==> config.mk <==
export PLATFORM = sky130hd
export DESIGN_NAME = mom_cap_trim_ctrl
export DESIGN_NICKNAME = d
export VERILOG_FILES = /design/src/rtl/mom_cap_trim_ctrl.sv
export SDC_FILE = /design/constraint.sdc
export NUM_CORES = 1
export LEC_CHECK = 0
export CELL_PAD_IN_SITES_DETAIL_PLACEMENT = 2
export CELL_PAD_IN_SITES_GLOBAL_PLACEMENT = 2
export CORE_ASPECT_RATIO = 1.4
export CORE_MARGIN = 3
export CORE_UTILIZATION = 32
export CTS_BUF_LIST = sky130_fd_sc_hd__clkbuf_16
export CTS_CLUSTER_DIAMETER = 30
export CTS_CLUSTER_SIZE = 20
export DETAILED_ROUTE_END_ITERATION = 12
export MAX_ROUTING_LAYER = met4
export PLACE_DENSITY = 0.88
export SYNTH_ARGS = -nofsm -noshare
export SYNTH_HDL_FRONTEND = slang
export SYNTH_SLANG_ARGS = --single-unit
==> constraint.sdc <==
create_clock -name CLK -period 2.27 [get_ports CLK]
set_input_delay 0.227 -clock CLK [delete_from_list [all_inputs] [get_ports CLK]]
set_output_delay 0.227 -clock CLK [all_outputs]
set_load 0.03 [all_outputs]
==> src/rtl/mom_cap_trim_ctrl.sv <==
// -----------------------------------------------------------------------------
// mom_cap_trim_ctrl
//
// Successive-approximation trim controller for a binary-weighted MOM capacitor
// bank. A run tries each bit from MSB to LSB. For each bit it presents the
// trial code, waits SETTLE_CYC cycles for the analog path to settle, and then
// samples the comparator. CMP=1 means the bank is too large, so the trial bit
// is cleared. The final code is the largest code that does not exceed the
// target. The code saturates to all-zeros or all-ones at the ends of the range.
//
// A manual override (FORCE_EN) has priority over any run. It aborts the run
// without a DONE pulse and loads FORCE_CODE into CODE, with 1-cycle latency.
//
// Parameters
//   WIDTH      : number of trim bits (2..10)
//   SETTLE_CYC : analog settle cycles per trial (1..255)
//
// Ports
//   CLK        : clock; all state changes on the rising edge
//   RST        : synchronous active-high reset
//   START      : request a trim run (sampled only in IDLE)
//   CMP        : comparator, 1 = bank capacitance exceeds target
//   FORCE_EN   : manual override enable (aborts a run, wins over START)
//   FORCE_CODE : manual trim code
//   CODE       : registered trim code to the capacitor segment enables
//   BUSY       : high while a run is in progress (SET/SETTLE/SAMPLE/FINISH)
//   DONE       : one-cycle pulse in FINISH
//   DBG_STATE  : current FSM state (IDLE=0 SET=1 SETTLE=2 SAMPLE=3 FINISH=4)
//
// Handshake: START is a level that is sampled only while the FSM is in IDLE.
// There is no ready/ack signal. BUSY=1 means a START is dropped, not queued.
// DONE marks the single cycle in which CODE carries the new result.
// -----------------------------------------------------------------------------
module mom_cap_trim_ctrl #(
  parameter int WIDTH      = 6,
  parameter int SETTLE_CYC = 4
) (
  input  logic             CLK,
  input  logic             RST,
  input  logic             START,
  input  logic             CMP,
  input  logic             FORCE_EN,
  input  logic [WIDTH-1:0] FORCE_CODE,
  output logic [WIDTH-1:0] CODE,
  output logic             BUSY,
  output logic             DONE,
  output logic [2:0]       DBG_STATE
);

  localparam int IDX_W = (WIDTH > 1) ? $clog2(WIDTH) : 1;

  // Mid-scale reset code: MSB set, all other bits clear.
  localparam logic [WIDTH-1:0] MID_CODE  = {1'b1, {(WIDTH-1){1'b0}}};
  localparam logic [WIDTH-1:0] ONE_CODE  = {{(WIDTH-1){1'b0}}, 1'b1};
  localparam logic [IDX_W-1:0] TOP_IDX   = IDX_W'(WIDTH - 1);
  localparam logic [7:0]       SETTLE_LD = 8'(SETTLE_CYC);

  typedef enum logic [2:0] {
    IDLE   = 3'd0,
    SET    = 3'd1,
    SETTLE = 3'd2,
    SAMPLE = 3'd3,
    FINISH = 3'd4
  } state_t;

  state_t           state_q, state_d;
  logic [WIDTH-1:0] code_q, code_d;
  logic [7:0]       cnt_q, cnt_d;
  logic [IDX_W-1:0] idx_q, idx_d;

  // One-hot mask of the bit currently under trial.
  logic [WIDTH-1:0] trial_mask;

  // ---------------------------------------------------------------------------
  // State and datapath registers
  // ---------------------------------------------------------------------------
  always_ff @(posedge CLK) begin
    if (RST) begin
      state_q <= IDLE;
      code_q  <= MID_CODE;
      cnt_q   <= '0;
      idx_q   <= '0;
    end else begin
      state_q <= state_d;
      code_q  <= code_d;
      cnt_q   <= cnt_d;
      idx_q   <= idx_d;
    end
  end

  // ---------------------------------------------------------------------------
  // Next-state and datapath logic
  //
  // code_q is the result register and the trial register at the same time.
  // Bits above the index hold decided values. The bit at the index is the
  // trial bit. Bits below the index are zero. So in SET, CODE already equals
  // the result with the current bit set, and no separate result copy is
  // needed.
  // ---------------------------------------------------------------------------
  always_comb begin
    state_d    = state_q;
    code_d     = code_q;
    cnt_d      = cnt_q;
    idx_d      = idx_q;
    trial_mask = ONE_CODE << idx_q;

    unique case (state_q)
      IDLE: begin
        if (START) begin
          state_d = SET;
          idx_d   = TOP_IDX;
          // Cleared result with the MSB trial bit already applied.
          code_d  = MID_CODE;
        end
      end

      SET: begin
        state_d = SETTLE;
        cnt_d   = SETTLE_LD;
      end

      SETTLE: begin
        cnt_d = cnt_q - 8'd1;
        // The counter enters at SETTLE_CYC and leaves at 1, which gives
        // exactly SETTLE_CYC cycles in this state.
        if (cnt_q <= 8'd1) begin
          state_d = SAMPLE;
          cnt_d   = '0;
        end
      end

      SAMPLE: begin
        if (CMP) begin
          code_d = code_q & ~trial_mask;
        end
        if (idx_q != '0) begin
          idx_d   = idx_q - 1'b1;
          // The next lower bit becomes the new trial bit.
          code_d  = code_d | (trial_mask >> 1);
          state_d = SET;
        end else begin
          state_d = FINISH;
        end
      end

      FINISH: begin
        state_d = IDLE;
      end

      default: begin
        state_d = IDLE;
      end
    endcase

    // The override beats both START and any run in progress. Because DONE is
    // decoded from FINISH, moving straight to IDLE also suppresses the pulse.
    if (FORCE_EN) begin
      state_d = IDLE;
      code_d  = FORCE_CODE;
      cnt_d   = '0;
      idx_d   = '0;
    end
  end

  // ---------------------------------------------------------------------------
  // Outputs (all decoded from registered state)
  // ---------------------------------------------------------------------------
  assign CODE      = code_q;
  assign BUSY      = (state_q != IDLE);
  assign DONE      = (state_q == FINISH);
  assign DBG_STATE = state_q;

endmodule
==> results of run 1 <==
flip-flops by register name, summed over array words and instances (netlist names):
register,flops
idx_q,3
cnt_q,8
DBG_STATE,3
CODE,6
cells by family after synthesis:
family	Yosys count	share of synthesized area [%]
AO/OA/AOI/OAI	28	19.63
XOR/XNOR	6	4.580
adder cells (fa/ha/maj)	7	7.633
buffers and inverters	12	4.798
flip-flops	20	34.90
AND/OR/NAND/NOR	57	28.46
cells in the mapped netlist (2+ instances only):
master | number | share of area [%]
o21ai_0 | 2 | 0.87
nand2_1 | 7 | 2.3
a22o_1 | 3 | 2.3
xor2_1 | 4 | 3.1
clkbuf_1 | 3 | 0.98
o21ai_1 | 2 | 0.87
nand2b_1 | 2 | 1.1
a31oi_1 | 5 | 2.7
nor4_1 | 4 | 2.2
nor3b_1 | 2 | 1.3
nor4b_1 | 2 | 1.5
or3_1 | 2 | 1.1
nor3_1 | 4 | 1.7
buf_2 | 2 | 0.87
nand3b_1 | 4 | 2.6
ha_1 | 7 | 7.6
nor2_1 | 13 | 4.3
xnor2_1 | 2 | 1.5
inv_1 | 6 | 2.0
nand3_1 | 2 | 0.87
a221oi_2 | 4 | 5.2
dfxtp_1 | 20 | 35
nor2b_1 | 6 | 3.3
or2_2 | 2 | 1.1
a21oi_1 | 6 | 2.6
power breakdown:
group | total (mW) | switching [mW] | internal [mW] | leakage (nW)
clock | 0.371 | 0.136 | 0.235 | 0.0385
combinational | 0.161 | 0.0866 | 0.0744 | 0.343
sequential | 0.382 | 0.0166 | 0.365 | 0.163
total | 0.914 | 0.240 | 0.674 | 0.545
path summary, 6_finish.rpt:
kind | end | slack [ps] | cells after the start
worst min register to register | CODE[5] | 490 | 2
worst min-delay path | CODE[5] | 490 | 2
worst max-delay path | DONE | 340 | 2
worst max register to register | cnt_q[5] | 380 | 6
metal layers:
layer	up-vias	part of all wire [%]	global-route usage [%]	wire length [µm]
met5	-	0	-	0
met4	0	2.2	7.126	76
met3	7	2.7	2.189	95
met2	22	55	34.03	1915
met1	532	40	19.72	1417
li1	513	-	-	-
final cells by class:
type	count	area (µm²)
clock buffers	3	75.07
clock inverters	1	3.754
repair buffers	23	225.2
multi-input cells	98	691.9
fillers	390	1941
flip-flops and latches	20	400.4
inverters	6	22.52
well taps	40	50.05
worst reg2reg max path: stages (launching register included):
cell and delay (ps):
dfxtp_1 380, inv_1 90, ha_1 250, or2_2 300, a31oi_1 380, o21ai_1 270, nor2_1 160
through the flow:
step | instance area, µm² | worst slack [ps] | utilization (%) | instances | hold WS [ps]
after floorplan | 1147 | 542.1 | - | 130 | 383.8
after global routing | 1469 | 197.4 | 43.08 | 191 | 526.3
after CTS | 1469 | 294.0 | 43.08 | 191 | 498.1
final | 1469 | 339.2 | 43.08 | 191 | 491.6
after detailed placement | 1390 | 356.7 | 40.77 | 187 | 486.4
after global placement | 1390 | 407.5 | 40.77 | 187 | 479.7
==> results.md, run 1 <==
- Status: completed
- Post-detail-place hpwl: 2671 µm
- Total Power: roughly 910 µW
- Layout Area Growth over Synthesis: 28.03%
- Net count after synthesis: roughly 150
- Number of pins with negative max-slew slack in the final report: 0
- Share of layout cells above drive strength 1: a little under a tenth
- CP Cell Sequence: nor3b_1 -> clkdlybuf4s50_1
- Global placement routability congestion: ~0.77
- Number of cells upsized or downsized after cts: 0
- Setup total negative slack: 0 ps
- Final Cycle Share: a little under nine tenths
- Buffer and inverter count on the worst path: 1
- Number of hold-slack violations in the final timing report: 0
- Height of the chip: slightly below 80 µm
- Clock slew at the register clock pins of the worst setup and hold paths: approximately 60 ps
- Cells after synthesis: 130
- Post-synthesis sequential element count: 20
- Final setup violation count: 0
- Total number of clock tree sinks: 20
- Setup repair after global routing missed its margin: no
- Row count: 25
- Least-Margin Pin Slew: about 500 ps
- Root buffer cell: clkbuf_16
- Number of antenna violations at the first check in global routing: 0
- Clk buf depth: 2
- Total number of vias: 1074
- Via-to-Cell Ratio: 5.623
- Class of the tightest hold or removal check: reg2reg
- Count of nets left with antenna violations after detail routing: 0
- Detail-routed net length per standard cell: 18.35 µm
- Critical path capture point type: primary output
- Largest fanout of any net on the critical path: 11
- Fmax: 517.9 MHz
- Asr flop ratio synth: 0%
- Data arrival time of the critical path: between 1500 and 2000 ps
- Launch point of the critical path: DBG_STATE[2]
- Cts bufs inserted: 3
- CTS tree: yes
- Number of primary I/O pins: 22
- Max-Slew Margin vs Limit: around 66%
- Maximum vdd drop: about 0.28 mV
- First drt pass iteration count: 4
- R2R Path Start: cnt_q[0]
- Count of antenna diodes in the layout: 0
- Mapped Area: about 1100 µm²
- Number of nets in the finished design: 170
- Count of H-tree levels built during CTS: 1
- Combined global-route utilization of all metal layers: a little under a fifth
- Sequential share of the synthesized area: 34.90%
- Startpoint type of the worst setup path: register
- Synth Warn #: 0
- Critical path type: reg2out
- Worst path slowest cell: clkdlybuf4s50_1
- Number of synthesized flops with an enable pin: 0
- Count of buffers added by post-CTS timing repair for setup: 0
- IO buf count: 21
- Routed Wire Length: around 3500 µm
- Quantity of hold-fixing buffers added after cts: 0
- Required time at the endpoint of the critical path: 2040 ps
- Largest net degree at the start of global routing: 12
- Worst-Skew Late Latency: between 200 and 300 ps
- Origin of the worst min-delay path: CODE[5]
- Mean cell area of the mapped netlist: about 8.8 µm²
- Distinct cell type count of the synthesized netlist: 39
- Reported leakage power: between 0.5 and 0.6 nW
- Dominant delay contributor by cell family on the critical path: buffers and inverters
- Final setup skew: around 3.3 ps
- Most common cell after layout, fill and taps aside: clkdlybuf4s50_1
- Global-route congestion overflow total: 0
- Die area: 4350 µm²
- Max-capacitance violation count: 0
- Highest-count cells in the layout ignoring fill and taps: clkdlybuf4s50_1, dfxtp_1, nor2_1
- Effective utilization at floorplan: between 30% and 40%
- Iteration-0 DRC Markers: 17
- Longest individual stage delay on the worst path: roughly 700 ps
- Detailed-route DRC error count: 0
- Clock period minus worst slack: slightly below 2000 ps
- Standard cell core area: ~3400 µm²
- Via count of the first global-routing pass: about 1300
- Horizontal extent of the die: approximately 57 µm
- Primary FF master, synth: dfxtp_1
- Pwr per Cell Area: 622.2 nW/µm²
- Global-route wire length before repair: about 6200 µm
Power figures use the tool's default switching activity.
==> run 2: changes to the inputs <==
--- a/config.mk
+++ b/config.mk
@@ -5,11 +5,12 @@
 export SDC_FILE = /design/constraint.sdc
 export NUM_CORES = 1
 export LEC_CHECK = 0
+export ABC_AREA = 1
 export CELL_PAD_IN_SITES_DETAIL_PLACEMENT = 2
 export CELL_PAD_IN_SITES_GLOBAL_PLACEMENT = 2
 export CORE_ASPECT_RATIO = 1.4
 export CORE_MARGIN = 3
-export CORE_UTILIZATION = 32
+export CORE_UTILIZATION = 29
 export CTS_BUF_LIST = sky130_fd_sc_hd__clkbuf_16
 export CTS_CLUSTER_DIAMETER = 30
 export CTS_CLUSTER_SIZE = 20
==> run 2 against run 1 <==
  * Fmax rose by 1.9%
  * Total power up 0.37%
  * Sequential power decreased by 1%
  * Sequential share of layout area shrank 2.0 points
  * Register-to-register slack improved by 300 ps
  * Final cell count grew 38%
  * Via count up 28%
  * Synthesized area up 9.5%
  * Clock power is essentially flat
  * Worst setup slack better by 36 ps
  * Global-route usage up 0.18 points
==> results.md, run 2 <==
- Status: completed
- Number of cells upsized or downsized after cts: 0
- Class of the tightest hold or removal check: reg2reg
- Die area: 5169 µm²
- Total Power: roughly 920 µW
- Combined global-route utilization of all metal layers: between 10% and 20%
- Largest net degree at the start of global routing: 12
- Quantity of hold-fixing buffers added after cts: 0
- Sequential share of the synthesized area: 31.87%
- Data arrival time of the critical path: approximately 1700 ps
- Number of nets in the finished design: around 240
- Cells after synthesis: around 200
- Largest register FFs: 8
- Mean cell area of the mapped netlist: 6.344 µm²
- Global-route congestion overflow total: 0
- Fmax: 527.7 MHz
- Synth top area cells: dfxtp_1, nand2_1, inv_1, nand3_1, nor2_1
- Mapped Area: 1256 µm²
- Count of H-tree levels built during CTS: 1
- Worst-Skew Late Latency: roughly 260 ps
- Detail-routed net length per standard cell: 15.64 µm
- Clk buf depth: 2
- Via count of the first global-routing pass: about 1500
- Max-Slew Margin vs Limit: roughly three quarters
- Cell type with the largest total area after synthesis: dfxtp_1
- Height of the chip: 83.88 µm
- Row count: 27
- Number of antenna violations at the first check in global routing: 0
- Register containing the most flip-flops in the final layout: cnt_q
- Clock period minus worst slack: around 1900 ps
- Standard cell core area: slightly above 4000 µm²
- Global placement routability congestion: roughly 0.77
- Least-Margin Pin Slew: 376.7 ps
- Dpl cell area: ~1500 µm²
- Critical path type: reg2out
- Horizontal extent of the die: around 60 µm
- IO buf count: 21
- Post-synthesis sequential element count: 20
- Effective utilization at floorplan: approximately 31%
- Critical path capture point type: primary output
- Highest-count cells in the layout ignoring fill and taps: nand2_1, inv_1, nor2_1
- Number of synthesized flops with an enable pin: 0
- Detailed-route DRC error count: 0
- Count of antenna diodes in the layout: 0
- Maximum vdd drop: 0.2501 mV
- Via-to-Cell Ratio: approximately 5.2
- Required time at the endpoint of the critical path: roughly 2000 ps
- Final setup violation count: 0
- Number of pins with negative max-slew slack in the final report: 0
- Total number of vias: roughly 1400
- Most common cell after layout, fill and taps aside: nand2_1
- Most common cell in the netlist: nand2_1
- Count of nets left with antenna violations after detail routing: 0
- Startpoint type of the worst setup path: register
- Clock slew at the register clock pins of the worst setup and hold paths: roughly 60 ps
- Global-route wire length before repair: 7148 µm
- Cts bufs inserted: 3
- Count of buffers added by post-CTS timing repair for setup: 0
- Layout Area Growth over Synthesis: 26.29%
- Final Cycle Share: 83.48%
- Launch point of the critical path: DBG_STATE[0]
- Leading cell types by count after synthesis: nand2_1, inv_1, nor2_1
- Net count after synthesis: 216
- Finished Layout Cells: roughly 260
- Iteration-0 DRC Markers: 22
- Total number of clock tree sinks: 20
- Asr flop ratio synth: 0%
- Fraction of synthesized cell area taken by the top area cell type: about a third
- Pwr per Cell Area: 578.2 nW/µm²
- Number of primary I/O pins: 22
- Routed Wire Length: 4129 µm
- Share of layout cells above drive strength 1: 6.335%
- Number of hold-slack violations in the final timing report: 0
- Largest fanout of any net on the critical path: 5
- Layout Cell Area excl Fill: 1587 µm²
- Fill count: about 510
- Origin of the worst min-delay path: cnt_q[3]
- Max-capacitance violation count: 0
- First drt pass iteration count: 4
- CTS tree: yes
- Synth Warn #: 0
- Number of placed instances with taps included: roughly 260
- Post-detail-place hpwl: between 3000 and 4000 µm
- Setup total negative slack: 0 ps
- Distinct cell type count of the synthesized netlist: 21
- Reported leakage power: about 0.7 nW
- Root buffer cell: clkbuf_16
- R2R Path Start: cnt_q[0]
- Final setup skew: 4.424 ps
- Setup repair after global routing missed its margin: no
- Primary FF master, synth: dfxtp_1
-- run 2: changes by cell type after synthesis, sizes merged, moves of 4 or more --
| cell | previous run | this run |
|---|---|---|
| xor2 | 4 | 0 |
| a21boi | 0 | 4 |
| a21oi | 6 | 12 |
| nand3 | 2 | 21 |
| nand2 | 7 | 60 |
| a31oi | 5 | 0 |
| nor2 | 13 | 28 |
| a221oi | 4 | 0 |
| inv | 6 | 28 |
| nor2b | 6 | 0 |
| nand4 | 1 | 8 |
| nand3b | 4 | 0 |
| nor4 | 4 | 0 |
-- run 2: area by class of cell --
| cell class | instances | area [µm²] | share of cell area (%) |
|---|---|---|---|
| Tap cell | 43 | 53.80 | 3.391 |
| Timing Repair Buffer | 22 | 217.7 | 13.72 |
| Sequential cell | 20 | 400.4 | 25.24 |
| Inverter | 28 | 105.1 | 6.625 |
| Multi-Input combinational cell | 148 | 734.5 | 46.29 |
| Clock buffer | 3 | 75.07 | 4.732 |
-- run 2: layer usage --
metal | wire length, µm | track usage (%)
met5 | 0 | -
met4 | 68 | 4.633
met3 | 90 | 2.786
met2 | 2317 | 33.56
met1 | 1653 | 20.63
-- run 2: kinds of logic (layout without fill, tap and decap cells) --
group                      Yosys count  count (layout)  synth area share, %
and+or+nand+nor                    120             120                42.13
DFF                                 20              20                31.87
buffers and inverters               30              53                9.661
AOI/OAI and AO/OA                   21              21                9.362
adders and majority gates            7               7                6.972
-- run 2: final timing paths --
check	to	slack, ps	depth (start not counted)
max	DONE	380	4
min	cnt_q[3]	500	2
max reg2reg	cnt_q[0]	680	9
min reg2reg	cnt_q[3]	500	2
-- run 2: critical path: stages, from the launching register on --
cell and delay (ps):
dfxtp_1 360, nor2_2 180, inv_1 60, nor2_1 120, clkdlybuf4s50_1 690
-- run 2: stage by stage --
| stage | util [%] | hold slack (ps) | worst slack, ps |
|---|---|---|---|
| after floorplan | - | 296.1 | 889.1 |
| after global placement | 37.28 | 473.5 | 662.2 |
| after detailed placement | 37.28 | 498.3 | 642.6 |
| after CTS | 39.14 | 508.5 | 365.8 |
| after global routing | 39.14 | 529.9 | 287.6 |
| final | 39.14 | 502.7 | 375.0 |
-- run 2: power breakdown --
group	total, mW	internal [mW]	switching, mW
registers	0.378	0.364	0.0136
logic	0.171	0.0656	0.105
clock network	0.369	0.233	0.136
